**config.mk**
```make
export PLATFORM = sky130hd
export DESIGN_NAME = ahb_rr_burst_arb
export DESIGN_NICKNAME = d
export VERILOG_FILES = /design/src/rtl/ahb_rr_burst_arb.sv
export SDC_FILE = /design/constraint.sdc
export NUM_CORES = 1
export LEC_CHECK = 0
export BUFFER_PORTS_ARGS = -buffer_cell sky130_fd_sc_hd__buf_2
export CAP_MARGIN = 5
export CORE_MARGIN = 2
export CORE_UTILIZATION = 50
export DETAILED_ROUTE_END_ITERATION = 10
export PLACE_DENSITY = 0.71
export SLEW_MARGIN = 0
export SYNTH_ARGS = -nofsm -noshare
export SYNTH_HDL_FRONTEND = slang
export SYNTH_SLANG_ARGS = --single-unit
export TNS_END_PERCENT = 10
```
**constraint.sdc**
```tcl
create_clock -name HCLK -period 2.8 [get_ports HCLK]
set_clock_uncertainty 0.05 [all_clocks]
set_input_delay 0.56 -clock HCLK [delete_from_list [all_inputs] [get_ports HCLK]]
set_output_delay 0.56 -clock HCLK [all_outputs]
set_load 0.05 [all_outputs]
```
**src/rtl/ahb_rr_burst_arb.sv**
```systemverilog
// -----------------------------------------------------------------------------
// ahb_rr_burst_arb
//
// Output-stage arbiter for one shared AHB slave port of the L1 bus matrix.
// Four input ports compete for the slave using round-robin. Once a port starts
// a fixed-length burst (or INCR), or issues a locked sequence, it keeps the
// grant until that sequence ends. It drives the same addr_in_port / no_port
// select as the fixed-priority arbiter, so the output mux needs no changes.
//
// Optional build macro: AHB_ARB_QOS_EN
//   When defined, the qos_hi input exists. With qos_hi=1 and a request on
//   port 0, any re-arbitration grants port 0, and rr_ptr is left unchanged.
//   BURST and LOCKED grants are never pre-empted.
//
// Ports:
//   HCLK, HRESETn  clock, asynchronous active-low reset
//   req_port[3:0]  per-port request, bit i = input port i
//   HREADYM        slave-side transfer done; all state advances only when 1
//   HSELM, HTRANSM, HBURSTM, HMASTLOCKM
//                  control signals of the currently granted port
//   qos_hi         (AHB_ARB_QOS_EN only) port 0 high-priority request
//   addr_in_port   granted port index (holds its value while no_port=1)
//   no_port        1 = no port selected
//   arb_hold       1 = grant frozen (burst in progress or locked)
// -----------------------------------------------------------------------------
module ahb_rr_burst_arb #(
    parameter int NUM_PORTS = 4,
    parameter int PORT_W    = 2
) (
    input  logic                 HCLK,
    input  logic                 HRESETn,
    input  logic [NUM_PORTS-1:0] req_port,
    input  logic                 HREADYM,
    input  logic                 HSELM,
    input  logic [1:0]           HTRANSM,
    input  logic [2:0]           HBURSTM,
    input  logic                 HMASTLOCKM,
`ifdef AHB_ARB_QOS_EN
    input  logic                 qos_hi,
`endif
    output logic [PORT_W-1:0]    addr_in_port,
    output logic                 no_port,
    output logic                 arb_hold
);

    localparam logic [1:0] TR_IDLE   = 2'b00;
    localparam logic [1:0] TR_NONSEQ = 2'b10;
    localparam logic [1:0] TR_SEQ    = 2'b11;
    localparam logic [2:0] HB_SINGLE = 3'b000;
    localparam logic [2:0] HB_INCR   = 3'b001;

    typedef enum logic [1:0] {
        ST_IDLE   = 2'b00,
        ST_GRANT  = 2'b01,
        ST_BURST  = 2'b10,
        ST_LOCKED = 2'b11
    } state_t;

    state_t              state_q, state_d;
    logic [4:0]          beat_cnt_q, beat_cnt_d;
    logic [PORT_W-1:0]   rr_ptr_q, rr_ptr_d;
    logic [PORT_W-1:0]   addr_q, addr_d;
    logic                no_port_q, no_port_d;
    logic                arb_hold_q, arb_hold_d;
    logic                incr_q, incr_d;

    logic                accepted, nonseq_acc, seq_acc;
    logic                end_seen, last_beat, any_req, rearb;
    logic                rr_found, qos_win;
    logic [PORT_W-1:0]   rr_win, winner;

    // Beats remaining after the NONSEQ. SINGLE and INCR both load 0; INCR is
    // tracked separately by incr_q because its length is unbounded.
    function automatic logic [4:0] burst_last(input logic [2:0] hburst);
        case (hburst)
            3'b010, 3'b011: burst_last = 5'd3;
            3'b100, 3'b101: burst_last = 5'd7;
            3'b110, 3'b111: burst_last = 5'd15;
            default:        burst_last = 5'd0;
        endcase
    endfunction

    // A beat only counts when a port actually owns the slave.
    assign accepted   = HSELM & (HTRANSM != TR_IDLE) & ~no_port_q;
    assign nonseq_acc = accepted & (HTRANSM == TR_NONSEQ);
    assign seq_acc    = accepted & (HTRANSM == TR_SEQ);
    // IDLE or a fresh NONSEQ from the owner ends the current burst.
    assign end_seen   = (HTRANSM == TR_IDLE) | (HTRANSM == TR_NONSEQ);
    // Last beat of a fixed burst: this SEQ takes the count down to zero.
    assign last_beat  = seq_acc & (beat_cnt_q <= 5'd1);
    assign any_req    = |req_port;

    // Round-robin search starting just after the last winner.
    always_comb begin
        logic [PORT_W-1:0] cand;
        cand     = '0;
        rr_win   = rr_ptr_q;
        rr_found = 1'b0;
        for (int i = 1; i <= NUM_PORTS; i++) begin
            cand = rr_ptr_q + PORT_W'(i);
            if (!rr_found && req_port[cand]) begin
                rr_found = 1'b1;
                rr_win   = cand;
            end
        end
    end

`ifdef AHB_ARB_QOS_EN
    assign qos_win = qos_hi & req_port[0];
`else
    assign qos_win = 1'b0;
`endif
    assign winner = qos_win ? '0 : rr_win;

    // State register
    always_ff @(posedge HCLK or negedge HRESETn) begin
        if (!HRESETn) begin
            state_q    <= ST_IDLE;
            beat_cnt_q <= '0;
            rr_ptr_q   <= PORT_W'(NUM_PORTS - 1);
            addr_q     <= '0;
            no_port_q  <= 1'b1;
            arb_hold_q <= 1'b0;
            incr_q     <= 1'b0;
        end else begin
            state_q    <= state_d;
            beat_cnt_q <= beat_cnt_d;
            rr_ptr_q   <= rr_ptr_d;
            addr_q     <= addr_d;
            no_port_q  <= no_port_d;
            arb_hold_q <= arb_hold_d;
            incr_q     <= incr_d;
        end
    end

    // Next-state logic
    always_comb begin
        state_d    = state_q;
        beat_cnt_d = beat_cnt_q;
        rr_ptr_d   = rr_ptr_q;
        addr_d     = addr_q;
        no_port_d  = no_port_q;
        arb_hold_d = arb_hold_q;
        incr_d     = incr_q;
        rearb      = 1'b0;

        if (HREADYM) begin
            if (nonseq_acc) begin
                beat_cnt_d = burst_last(HBURSTM);
                incr_d     = (HBURSTM == HB_INCR);
            end else if (seq_acc) begin
                beat_cnt_d = (beat_cnt_q == 5'd0) ? 5'd0 : beat_cnt_q - 5'd1;
            end else if (state_q == ST_BURST && HTRANSM == TR_IDLE) begin
                beat_cnt_d = '0;
            end

            // Leaving BURST/LOCKED falls straight into the GRANT rules below,
            // so the grant can move on the same cycle the hold ends.
            case (state_q)
                ST_IDLE, ST_GRANT: rearb = 1'b1;
                ST_BURST:          rearb = incr_q ? end_seen : (last_beat | end_seen);
                ST_LOCKED:         rearb = ~HMASTLOCKM;
                default:           rearb = 1'b1;
            endcase

            if (rearb) begin
                if (HMASTLOCKM && !no_port_q) begin
                    state_d = ST_LOCKED;
                end else if (nonseq_acc && HBURSTM != HB_SINGLE) begin
                    state_d  = ST_BURST;
                    rr_ptr_d = addr_q;
                end else if (any_req) begin
                    state_d   = ST_GRANT;
                    addr_d    = winner;
                    no_port_d = 1'b0;
                    if (!qos_win && (no_port_q || winner != addr_q || nonseq_acc))
                        rr_ptr_d = winner;
                end else if (HSELM && !no_port_q) begin
                    state_d = ST_GRANT;
                end else begin
                    state_d   = ST_IDLE;
                    no_port_d = 1'b1;
                end
            end

            arb_hold_d = (state_d == ST_BURST) || (state_d == ST_LOCKED);
        end
    end

    // Outputs come straight from registers.
    always_comb begin
        addr_in_port = addr_q;
        no_port      = no_port_q;
        arb_hold     = arb_hold_q;
    end

endmodule

```
# Word-level counts from Yosys, hierarchy flattened
# Cells that the tools add are included.
# totals
elab_cells	109
rom_bits	0
latchBits	0
ram_bits	0
mem_count	0
reg_bits	14
input_bits	14
# classes
multipliers	0
n_reduce_logical	32
n_shift	0
muxes	34
eq_ne	16
n_div	0
n_bitwise	11
order_cmp	5
n_addsub	4
# ops
op	count
$mux 2	11
$mux 5	4
$reduce_and 5->1	3
$mux 1	13
$eq 2x2->1 const B	6
$eq 3x3->1 const B	4
$lt 2x3->1 const B	4
$pmux 4 s3	1
$bmux 1 s2	4
$reduce_or 2->1	4
$logic_and 1x1->1	7
$eq 3x2->1 const B	2
$reduce_bool 2->1	3
$reduce_bool 3->1	2
$and 1x1->1	5
$le 5x1->1 const B	1
$logic_not 5->1	1
$sub 5x1->5 const B	1
$add 2x2->2 const B	2
$logic_not 1->1	4
$logic_not 2->1	2
$not 1->1	4
$reduce_and 2->1	2
$reduce_or 4->1	1
other kinds (8)	11

# Logic depth before layout (Yosys ltp)
# Gate-level depths: netlist (run 1).
# logic_depth
ltp_word	19
depth_mapped	7

# Worst setup path after synthesis (run 1)
# No wires, ideal clock.
# synth_path
path_type	input port to flip-flop
startpoint	in HBURSTM[1]
endpoint	reg addr_q[0] (netlist: addr_in_port[0])
setup_time_ns	0.125
required_time_ns	2.625
n_path_buf	0
slack_ns	0.539
arrival_time_ns	2.086
path_stages	5
path_cell_list	or3_4 > and2_4 > or4_4 > nand2b_4 > mux2_4
# synth_between
elab_chain_len	4
# synth_lines
item	line	rtl
start: declaration	36	input logic [2:0] HBURSTM,
$reduce_bool 3->1	169	end else if (nonseq_acc && HBURSTM != HB_SINGLE) begin
$logic_and 1x1->1	169	
$not 1->1 (no source line)	--	
$reduce_and 5->1 (no source line)	--	
end signal: assignment	129	addr_q <= addr_d;
end: declaration	62	logic [PORT_W-1:0] addr_q, addr_d;
# No other way between the ends.
# A chain may end at the register's enable or synchronous reset.

# Worst setup path after layout (run 1)
# layout_path
startpoint	reg rr_ptr_q[1]
endpoint	reg rr_ptr_q[1]
# layout_between
elab_chain_len	18
# layout_lines
item	line	rtl
start: declaration	61	logic [PORT_W-1:0] rr_ptr_q, rr_ptr_d;
start signal: assignment	120	rr_ptr_q <= PORT_W'(NUM_PORTS - 1);
start signal: assignment	128	rr_ptr_q <= rr_ptr_d;
$add 2x1->2	100	cand = rr_ptr_q + PORT_W'(i);
$bmux 1 s2	101	if (!rr_found && req_port[cand]) begin
$mux 1 (implied by the code)	101	
$mux 1	101	
$logic_not 1->1	101	
$logic_and 1x1->1	101	
$mux 1	101	
$logic_not 1->1	101	
$logic_and 1x1->1	101	
$mux 1	101	
$logic_not 1->1	101	
$logic_and 1x1->1	101	
$mux 2 *	101	
$ne 2x2->1	176	if (!qos_win && (no_port_q || winner != addr_q || nonseq_acc))
$logic_or 1x1->1 (2 in a row)	176	
$reduce_bool 2->1 (no source line)	--	
$reduce_and 5->1 (no source line)	--	
# Every way passes the cells marked *; elsewhere a longest branch is shown, timed or not. The select of a mux whose other input is x is not followed.

==> run_results.csv, run 1 <==
group,metric,value,unit
grt,grt_pass1_wl,3130,um
placement,place_area,1040,sq um
routing,drc,0,
grt,globalRouteMet2Util,0.304,
yosys,synth-edff-count,0,
grt,first_global_vias,711,
sta,fmax,444,MHz
grt,grt_use_total,0.201,
yosys,synth_flop_cell,"dfrtp_1",
sta,setup_viol,0,
yosys,synth.top_cell.area_share,0.297,
clock_network,cts_resized,0,
critical_path,critPathMaxFanout,7,
yosys,synthArstFlopShare,1.00,
grt,use_met3,0.0231,
yosys,ys_seq_area_frac,0.382,
clock_network,cts_setup_buffers,0,
yosys,yosysWarnings,0,
routing,drtIter0Drc,18,
critical_path,startpoint_type,"register",
sta,worstMarginPinSlew,593,ps
final_layout,fill_cells,155,
grt,top_usage_layer,"met2",
routing,wl,1920,um
placement,port_buffers,17,
critical_path,endpoint_kind,"register",
final_layout,syn2layout_area_growth,16.5,%
run,drv_cap,0,
yosys,ys_top_cells_by_area,"dfrtp_1 (30%), dfstp_2 (8.5%), o21ai_0 (5.4%), mux2_2 (4.9%), ha_1 (4.0%)",
floorplan,die_h,47.1,um
floorplan,die_area,2210,sq um
floorplan,rows,15,
sta,rsz0062_at_grt,"no",
status,status,"finished clean",
grt,grt_start_max_net_pins,15,
clock_network,cts_root_buf,"clkbuf_4",
routing,wl_per_cell,13.5,um
yosys,syn_area,927,sq um
yosys,ys_types,38,
final_layout,final_common_cell,"buf_2",
sta,hold_violations,0,
placement,hpwl,1470,um
sta,post-route-period-util,0.804,
grt,grt_antenna_before_repair,0,
placement,gp_congestion,0.806,
critical_path,reg2reg_setup_slack,550,ps
sta,finalCriticalPeriod,2250,ps
final_layout,drive_gt1_frac,0.325,
yosys,yosysTopAreaCell,"dfrtp_1",
sta,slew_headroom,0.602,
yosys,postSynthCellCount,96,
grt,met1_usage,0.290,
sta,fin_tns_setup,0,ps
power_and_ir_drop,p_leak,0.483,nW
final_layout,nets,135,
routing,drtAntennaViolNets,0,
yosys,syn-mean-instance-area,9.66,sq um
clock_network,clock_sinks,14,
clock_network,h-tree-depth,1,
clock_network,clk_latency,280,ps
grt,overflow,0,
clock_network,clock_path_buffers,2,
clock_network,cts_buffers,3,
sta,finalMaxSlewViolations,0,
yosys,ys_ff_latch,14,
final_layout,design_area,1080,sq um
critical_path,cp.required,2970,ps
hold_path,hold_class,"input pin to async pin",
clock_network,cts_hold_buf,0,
final_layout,multi_input_area,554,sq um
clock_network,clkTransAtPathRegs,90,ps
routing,vias_per_cell,5.73,
routing,vias,813,
power_and_ir_drop,vdd_drop_max,0.508,mV
final_layout,final_cell_mix,"buf_2 (17), dfrtp_1 (11), o21ai_0 (10)",
yosys,synth_nets,113,
power_and_ir_drop,power_density,957,nW/um^2
critical_path,arrival,2420,ps
floorplan,start_util,0.537,
floorplan,ios,18,
routing,first_pass_iters,4,
critical_path,critical_path_class,"register to register",
final_layout,antenna_cells,0,
floorplan,die_w,47.1,um
floorplan,design.core.area,1730,sq um
clock_network,cts_tree,"done",
final_layout,regArea,354,sq um
## critical path: stages (launching register included)
cell	delay [ps]
dfstp_2	610
mux2i_1	90
a221o_1	390
xor2_1	150
o41ai_1	490
mux2_2	400
## power by group
group,switching [W],total (W),internal (W)
combinational,0.000270,0.000488,0.000218
clock,0.0000681,0.000147,0.0000792
sequential,0.000101,0.000398,0.000297
## state kept, by name (all words and copies together) (netlist names)
name / count
incr_q: 1
rr_ptr_q: 2
arb_hold: 1
beat_cnt_q: 5
addr_in_port: 2
no_port: 1
state_q: 2
## through the flow
| step | cells | hold WS (ps) | total power [W] | utilization | worst slack (ps) |
|---|---|---|---|---|---|
| detailed placement | 138 | 414 | 0.000888 | 0.604 | 359 |
| finish | 142 | 115 | 0.00103 | 0.625 | 548 |
| global placement | 138 | 418 | 0.000876 | 0.604 | 382 |
| floorplan | 96 | 214 | 0.000777 | - | 539 |
| CTS | 142 | 116 | 0.00104 | 0.625 | 574 |
| global route | 142 | 129 | 0.00111 | 0.625 | 451 |
## routing by layer
layer	vias up	wire, um
met3	5	108
met2	27	826
met5	-	0
met4	0	34
li1	404	-
met1	377	951
## synth_stat cells, drive strengths merged, types with 3 or more instances
cell and number:
a31oi 3, a21oi 6, inv 3, mux2 6, o21ai 11, dfstp 3, ha 3, nand2 6
nor2 8, dfrtp 11
## logic make-up after synthesis
logic type,synth area share
AOI/OAI and AO/OA,0.182
xor gates and xnor gates,0.0189
adders and majority gates,0.0405
buffers and inverters,0.0202
DFF,0.382
muxes,0.103
and+or+nand+nor,0.254
## path summary, 6_finish.rpt
kind	from	end	depth (start not counted)
max in group asynchronous	HRESETn	no_port	1
hold / removal	HRESETn	incr_q	1
setup / recovery	rr_ptr_q[1]	rr_ptr_q[1]	5
hold reg to reg	arb_hold	arb_hold	1
setup reg to reg	rr_ptr_q[1]	rr_ptr_q[1]	5
min in group HCLK	arb_hold	arb_hold	1
## final cells by class
type	count	share of cell area
clock buffer	4	0.0336
inverter	3	0.0104
multi-input combinational	78	0.513
sequential	14	0.328
tap	25	0.0290
timing repair buffer	18	0.0857
(Power assumes the default switching activity.)
==> inputs of run 2 (changes only) <==
- CORE_UTILIZATION: 50 -> 48
- PLACE_DENSITY: 0.71 -> 0.72
- clock period: 2.8 -> 1.8 ns (I/O delays scaled with it)
==> run_results.csv, run 2 (same netlist as run 1, synthesis figures left out) <==
group,metric,value,unit
final_layout,nets,165,
sta,fin_tns_setup,-978,ps
routing,vias_per_cell,5.40,
sta,worstMarginPinSlew,356,ps
hold_path,hold_class,"input pin to register",
power_and_ir_drop,vdd_drop_max,1.07,mV
placement,hpwl,1760,um
placement,port_buffers,17,
sta,setup_viol,5,
clock_network,h-tree-depth,1,
run,drv_cap,0,
status,violations,"setup timing",
sta,timing.hold.ws,313,ps
sta,finalMaxSlewViolations,0,
clock_network,clock_path_buffers,2,
final_layout,drive_gt1_frac,0.517,
routing,first_pass_iters,4,
clock_network,clkTransAtPathRegs,80,ps
power_and_ir_drop,p_sw_frac,0.402,
critical_path,critical_path_class,"register to register",
power_and_ir_drop,pwr-share-seq,0.305,
routing,wl,2320,um
floorplan,rows,15,
status,status,"finished with violations",
critical_path,startpoint_type,"register",
placement,gp_congestion,0.738,
sta,setup_ws,-245,ps
clock_network,cts_tree,"done",
grt,grt_antenna_before_repair,0,
power_and_ir_drop,clockPowerShare,0.116,
grt,first_global_vias,867,
clock_network,cts_buffers,3,
floorplan,design.core.area,1760,sq um
floorplan,die_w,48.0,um
sta,fmax,489,MHz
final_layout,largest-register,"beat_cnt_q",
sta,finalCriticalPeriod,2050,ps
routing,vias,929,
clock_network,cts_setup_buffers,0,
clock_network,clock_sinks,14,
grt,overflow,0,
final_layout,final_common_cell,"buf_4",
power_and_ir_drop,p_leak,0.643,nW
final_layout,regArea,359,sq um
routing,drtIter0Drc,20,
critical_path,endpoint_kind,"register",
critical_path,critPathMaxFanout,4,
floorplan,die_h,48.0,um
sta,slew_headroom,0.760,
power_and_ir_drop,power_density,1430,nW/um^2
clock_network,clk_latency,290,ps
routing,drc,0,
final_layout,multi_input_area,617,sq um
grt,grt_start_max_net_pins,15,
routing,drtAntennaViolNets,0,
floorplan,start_util,0.526,
final_layout,antenna_cells,0,
sta,post-route-period-util,1.14,
grt,grt_pass1_wl,3730,um
power_and_ir_drop,combPwrFrac,0.579,
final_layout,fill_cells,127,
final_layout,largest_reg_flops,5,
power_and_ir_drop,p_sw,0.000790,W
critical_path,arrival,2220,ps
sta,rsz0062_at_grt,"yes",
routing,wl_per_cell,13.5,um
power_and_ir_drop,p_int,0.00118,W
floorplan,ios,18,
sta,hold_violations,0,
final_layout,final_cell_mix,"buf_4 (30), buf_2 (17), dfrtp_1 (10)",
grt,grt_use_total,0.239,
final_layout,syn2layout_area_growth,48.3,%
clock_network,cts_root_buf,"clkbuf_4",
floorplan,die_area,2300,sq um
critical_path,cp.required,1970,ps
==> run 2: cell types whose count changed in the layout (fill, tap and decap cells not counted), sizes merged <==
cell | before | now
buf | 18 | 47
dlygate4sd3 | 0 | 1
==> run 2: worst paths after layout <==
| path | start | endpoint | slack, ps | cells after the start |
|---|---|---|---|---|
| max | rr_ptr_q[1] | rr_ptr_q[1] | -250 | 5 |
| min | HBURSTM[0] | incr_q | 310 | 3 |
| max reg2reg | rr_ptr_q[1] | rr_ptr_q[1] | -250 | 5 |
| min reg2reg | arb_hold | arb_hold | 430 | 1 |
| max in group asynchronous | HRESETn | no_port | 970 | 2 |
| min in group asynchronous | HRESETn | beat_cnt_q[3] | 440 | 2 |
==> run 2: cell type report <==
type / count / share of cell area
multi-input combinational: 78 / 0.449
sequential: 14 / 0.261
timing repair buffer: 48 / 0.233
clock buffer: 4 / 0.0264
tap: 25 / 0.0227
inverter: 3 / 0.00819
==> run 2: through the flow <==
stage / cell area (sq um) / utilization / power, W / worst slack [ps] / cells
after detailed placement: 1290 / 0.730 / 0.00165 / -387 / 167
final: 1380 / 0.779 / 0.00197 / -245 / 172
after floorplan: 953 / - / 0.00124 / -324 / 96
after global routing: 1380 / 0.779 / 0.00209 / -327 / 172
after CTS: 1360 / 0.772 / 0.00195 / -253 / 172
after global placement: 1290 / 0.730 / 0.00162 / -368 / 167
==> run 2: critical path: stages (launching register included) <==
cell	delay, ps
dfstp_2	580
mux2i_1	80
a221o_1	380
xor2_1	160
o41ai_2	350
mux2_2	380
==> run 2: per-layer routing <==
| layer | GRT usage | vias up | part of all wire |
|---|---|---|---|
| li1 | - | 464 | - |
| met1 | 0.291 | 427 | 0.43 |
| met2 | 0.411 | 30 | 0.50 |
| met3 | 0.0377 | 8 | 0.037 |
| met4 | 0.108 | 0 | 0.033 |
| met5 | 0 | - | 0 |
==> run 2: timing repair <==
item | in CTS | in global routing
pin swaps | 2 | 0
hold endpoints to repair | 11 | 0
setup endpoints to repair | 12 | 10
resized for setup | 5 | 5
hold buffers | 1 | 0
==> run 2: power by group through the flow <==
stage,logic (W),clock network [W],registers (W)
final,0.00114,0.000229,0.000600
after global placement,0.00104,0,0.000583
after detailed placement,0.00106,0,0.000592
after floorplan,0.000511,0,0.000730
after global routing,0.00123,0.000239,0.000621
after CTS,0.00112,0.000229,0.000596
==> inputs of run 3 (changes only) <==
- BUFFER_PORTS_ARGS: -buffer_cell sky130_fd_sc_hd__buf_2 -> -buffer_cell sky130_fd_sc_hd__clkbuf_2
==> run_results.csv, run 3 (same netlist as run 1, synthesis figures left out) <==
group,metric,value,unit
status,status,"finished with violations",
status,violations,"setup timing",
power_and_ir_drop,power_density,1410,nW/um^2
critical_path,cp.required,1930,ps
final_layout,fin_cells,172,
sta,setup_ws,-249,ps
clock_network,clkTransAtPathRegs,90,ps
sta,hold_violations,0,
floorplan,ios,18,
routing,drc,0,
routing,wl,2370,um
clock_network,clk_latency,280,ps
critical_path,startpoint_type,"register",
sta,post-route-period-util,1.14,
sta,finalMaxSlewViolations,0,
final_layout,drive_gt1_frac,0.476,
clock_network,cts_tree,"done",
routing,drtAntennaViolNets,0,
floorplan,die_h,48.0,um
clock_network,cts_setup_buffers,0,
placement,port_buffers,17,
sta,slew_headroom,0.749,
floorplan,design.core.area,1760,sq um
grt,grt_start_max_net_pins,15,
clock_network,clock_sinks,14,
final_layout,largest-register,"beat_cnt_q",
final_layout,final_common_cell,"buf_4",
power_and_ir_drop,p_leak,0.638,nW
hold_path,hold_class,"input pin to register",
final_layout,final_cell_mix,"buf_4 (30), clkbuf_2 (17), dfrtp_1 (11)",
sta,fmax,488,MHz
routing,vias_per_cell,5.54,
placement,placedCellCount,167,
final_layout,fill_cells,146,
clock_network,h-tree-depth,1,
grt,grt_pass1_wl,3720,um
final_layout,syn2layout_area_growth,44.5,%
sta,timing.hold.ws,284,ps
run,drv_cap,0,
floorplan,start_util,0.526,
critical_path,critical_path_class,"register to register",
placement,gp_congestion,0.755,
floorplan,rows,15,
final_layout,largest_reg_flops,5,
grt,overflow,0,
sta,setup_viol,7,
placement,pre_cts_ws,-372,ps
sta,rsz0062_at_grt,"yes",
critical_path,arrival,2180,ps
sta,worstMarginPinSlew,373,ps
sta,finalCriticalPeriod,2050,ps
floorplan,die_w,48.0,um
clock_network,clock_path_buffers,2,
routing,first_pass_iters,4,
critical_path,endpoint_kind,"register",
grt,grt_antenna_before_repair,0,
grt,grt_use_total,0.233,
clock_network,cts_root_buf,"clkbuf_4",
critical_path,reg2reg_setup_slack,-250,ps
routing,vias,953,
final_layout,nets,165,
placement,hpwl,1810,um
final_layout,antenna_cells,0,
critical_path,critPathMaxFanout,4,
routing,drtIter0Drc,20,
routing,wl_per_cell,13.8,um
power_and_ir_drop,vdd_drop_max,0.951,mV
clock_network,cts_buffers,3,
grt,first_global_vias,850,
floorplan,die_area,2300,sq um
run 3: cell count changes in the layout (fill, tap and decap cells not counted), moves of 2 or more:
cell | before | now
o21ai_1 | 2 | 4
o21ai_0 | 9 | 7
clkbuf_2 | 0 | 17
buf_2 | 17 | 0
run 3: worst max-delay path, cell delays in order (launching register included):
cell	delay [ps]
dfrtp_1	390
inv_2	80
ha_1	140
o21bai_1	140
a31oi_1	170
or4_4	510
nand2b_4	170
mux2_4	290
run 3: worst paths after layout:
check                               from               to  cells past startpoint
hold / removal                HBURSTM[0]           incr_q                      3
setup / recovery           beat_cnt_q[1]  addr_in_port[0]                      7
min in group asynchronous        HRESETn         arb_hold                      2
setup reg to reg           beat_cnt_q[1]  addr_in_port[0]                      7
max in group asynchronous        HRESETn      rr_ptr_q[1]                      2
hold reg to reg                   incr_q           incr_q                      2
run 3: repair_timing:
action,CTS,global route
hold buffers,1,0
endpoints found under the setup margin,12,10
pin swaps,2,0
gates resized for setup,5,2
hold endpoints to repair,11,0
run 3: per-layer routing:
metal | routed length [um] | share of wire | GRT usage
met5 | 0 | 0 | 0
met4 | 23 | 0.0097 | 0.0541
met3 | 103 | 0.043 | 0.0566
met2 | 1210 | 0.51 | 0.392
met1 | 1040 | 0.44 | 0.300
run 3: power breakdown:
group	total (W)	leakage [nW]	internal [W]	switching [W]
logic	0.00110	0.456	0.000555	0.000549
clock network	0.000194	0.0150	0.0000861	0.000108
registers	0.000590	0.167	0.000468	0.000122
total	0.00189	0.638	0.00111	0.000779
run 3: layout make-up:
type,instances,area [sq um],share of cell area
Multi-Input combinational cell,78,593,0.443
Sequential cell,14,358,0.267
Timing Repair Buffer,48,320,0.239
Tap cell,25,31.3,0.0233
Clock buffer,4,26.3,0.0196
Inverter,3,11.3,0.00840
run 3: per-stage QoR:
step / setup TNS, ps / cell area (sq um) / util / total power, W
floorplan: -1460 / 953 / - / 0.00124
global placement: -2300 / 1290 / 0.730 / 0.00162
detailed placement: -2550 / 1290 / 0.730 / 0.00166
CTS: -999 / 1340 / 0.760 / 0.00188
global route: -1810 / 1340 / 0.760 / 0.00200
finish: -1190 / 1340 / 0.760 / 0.00189
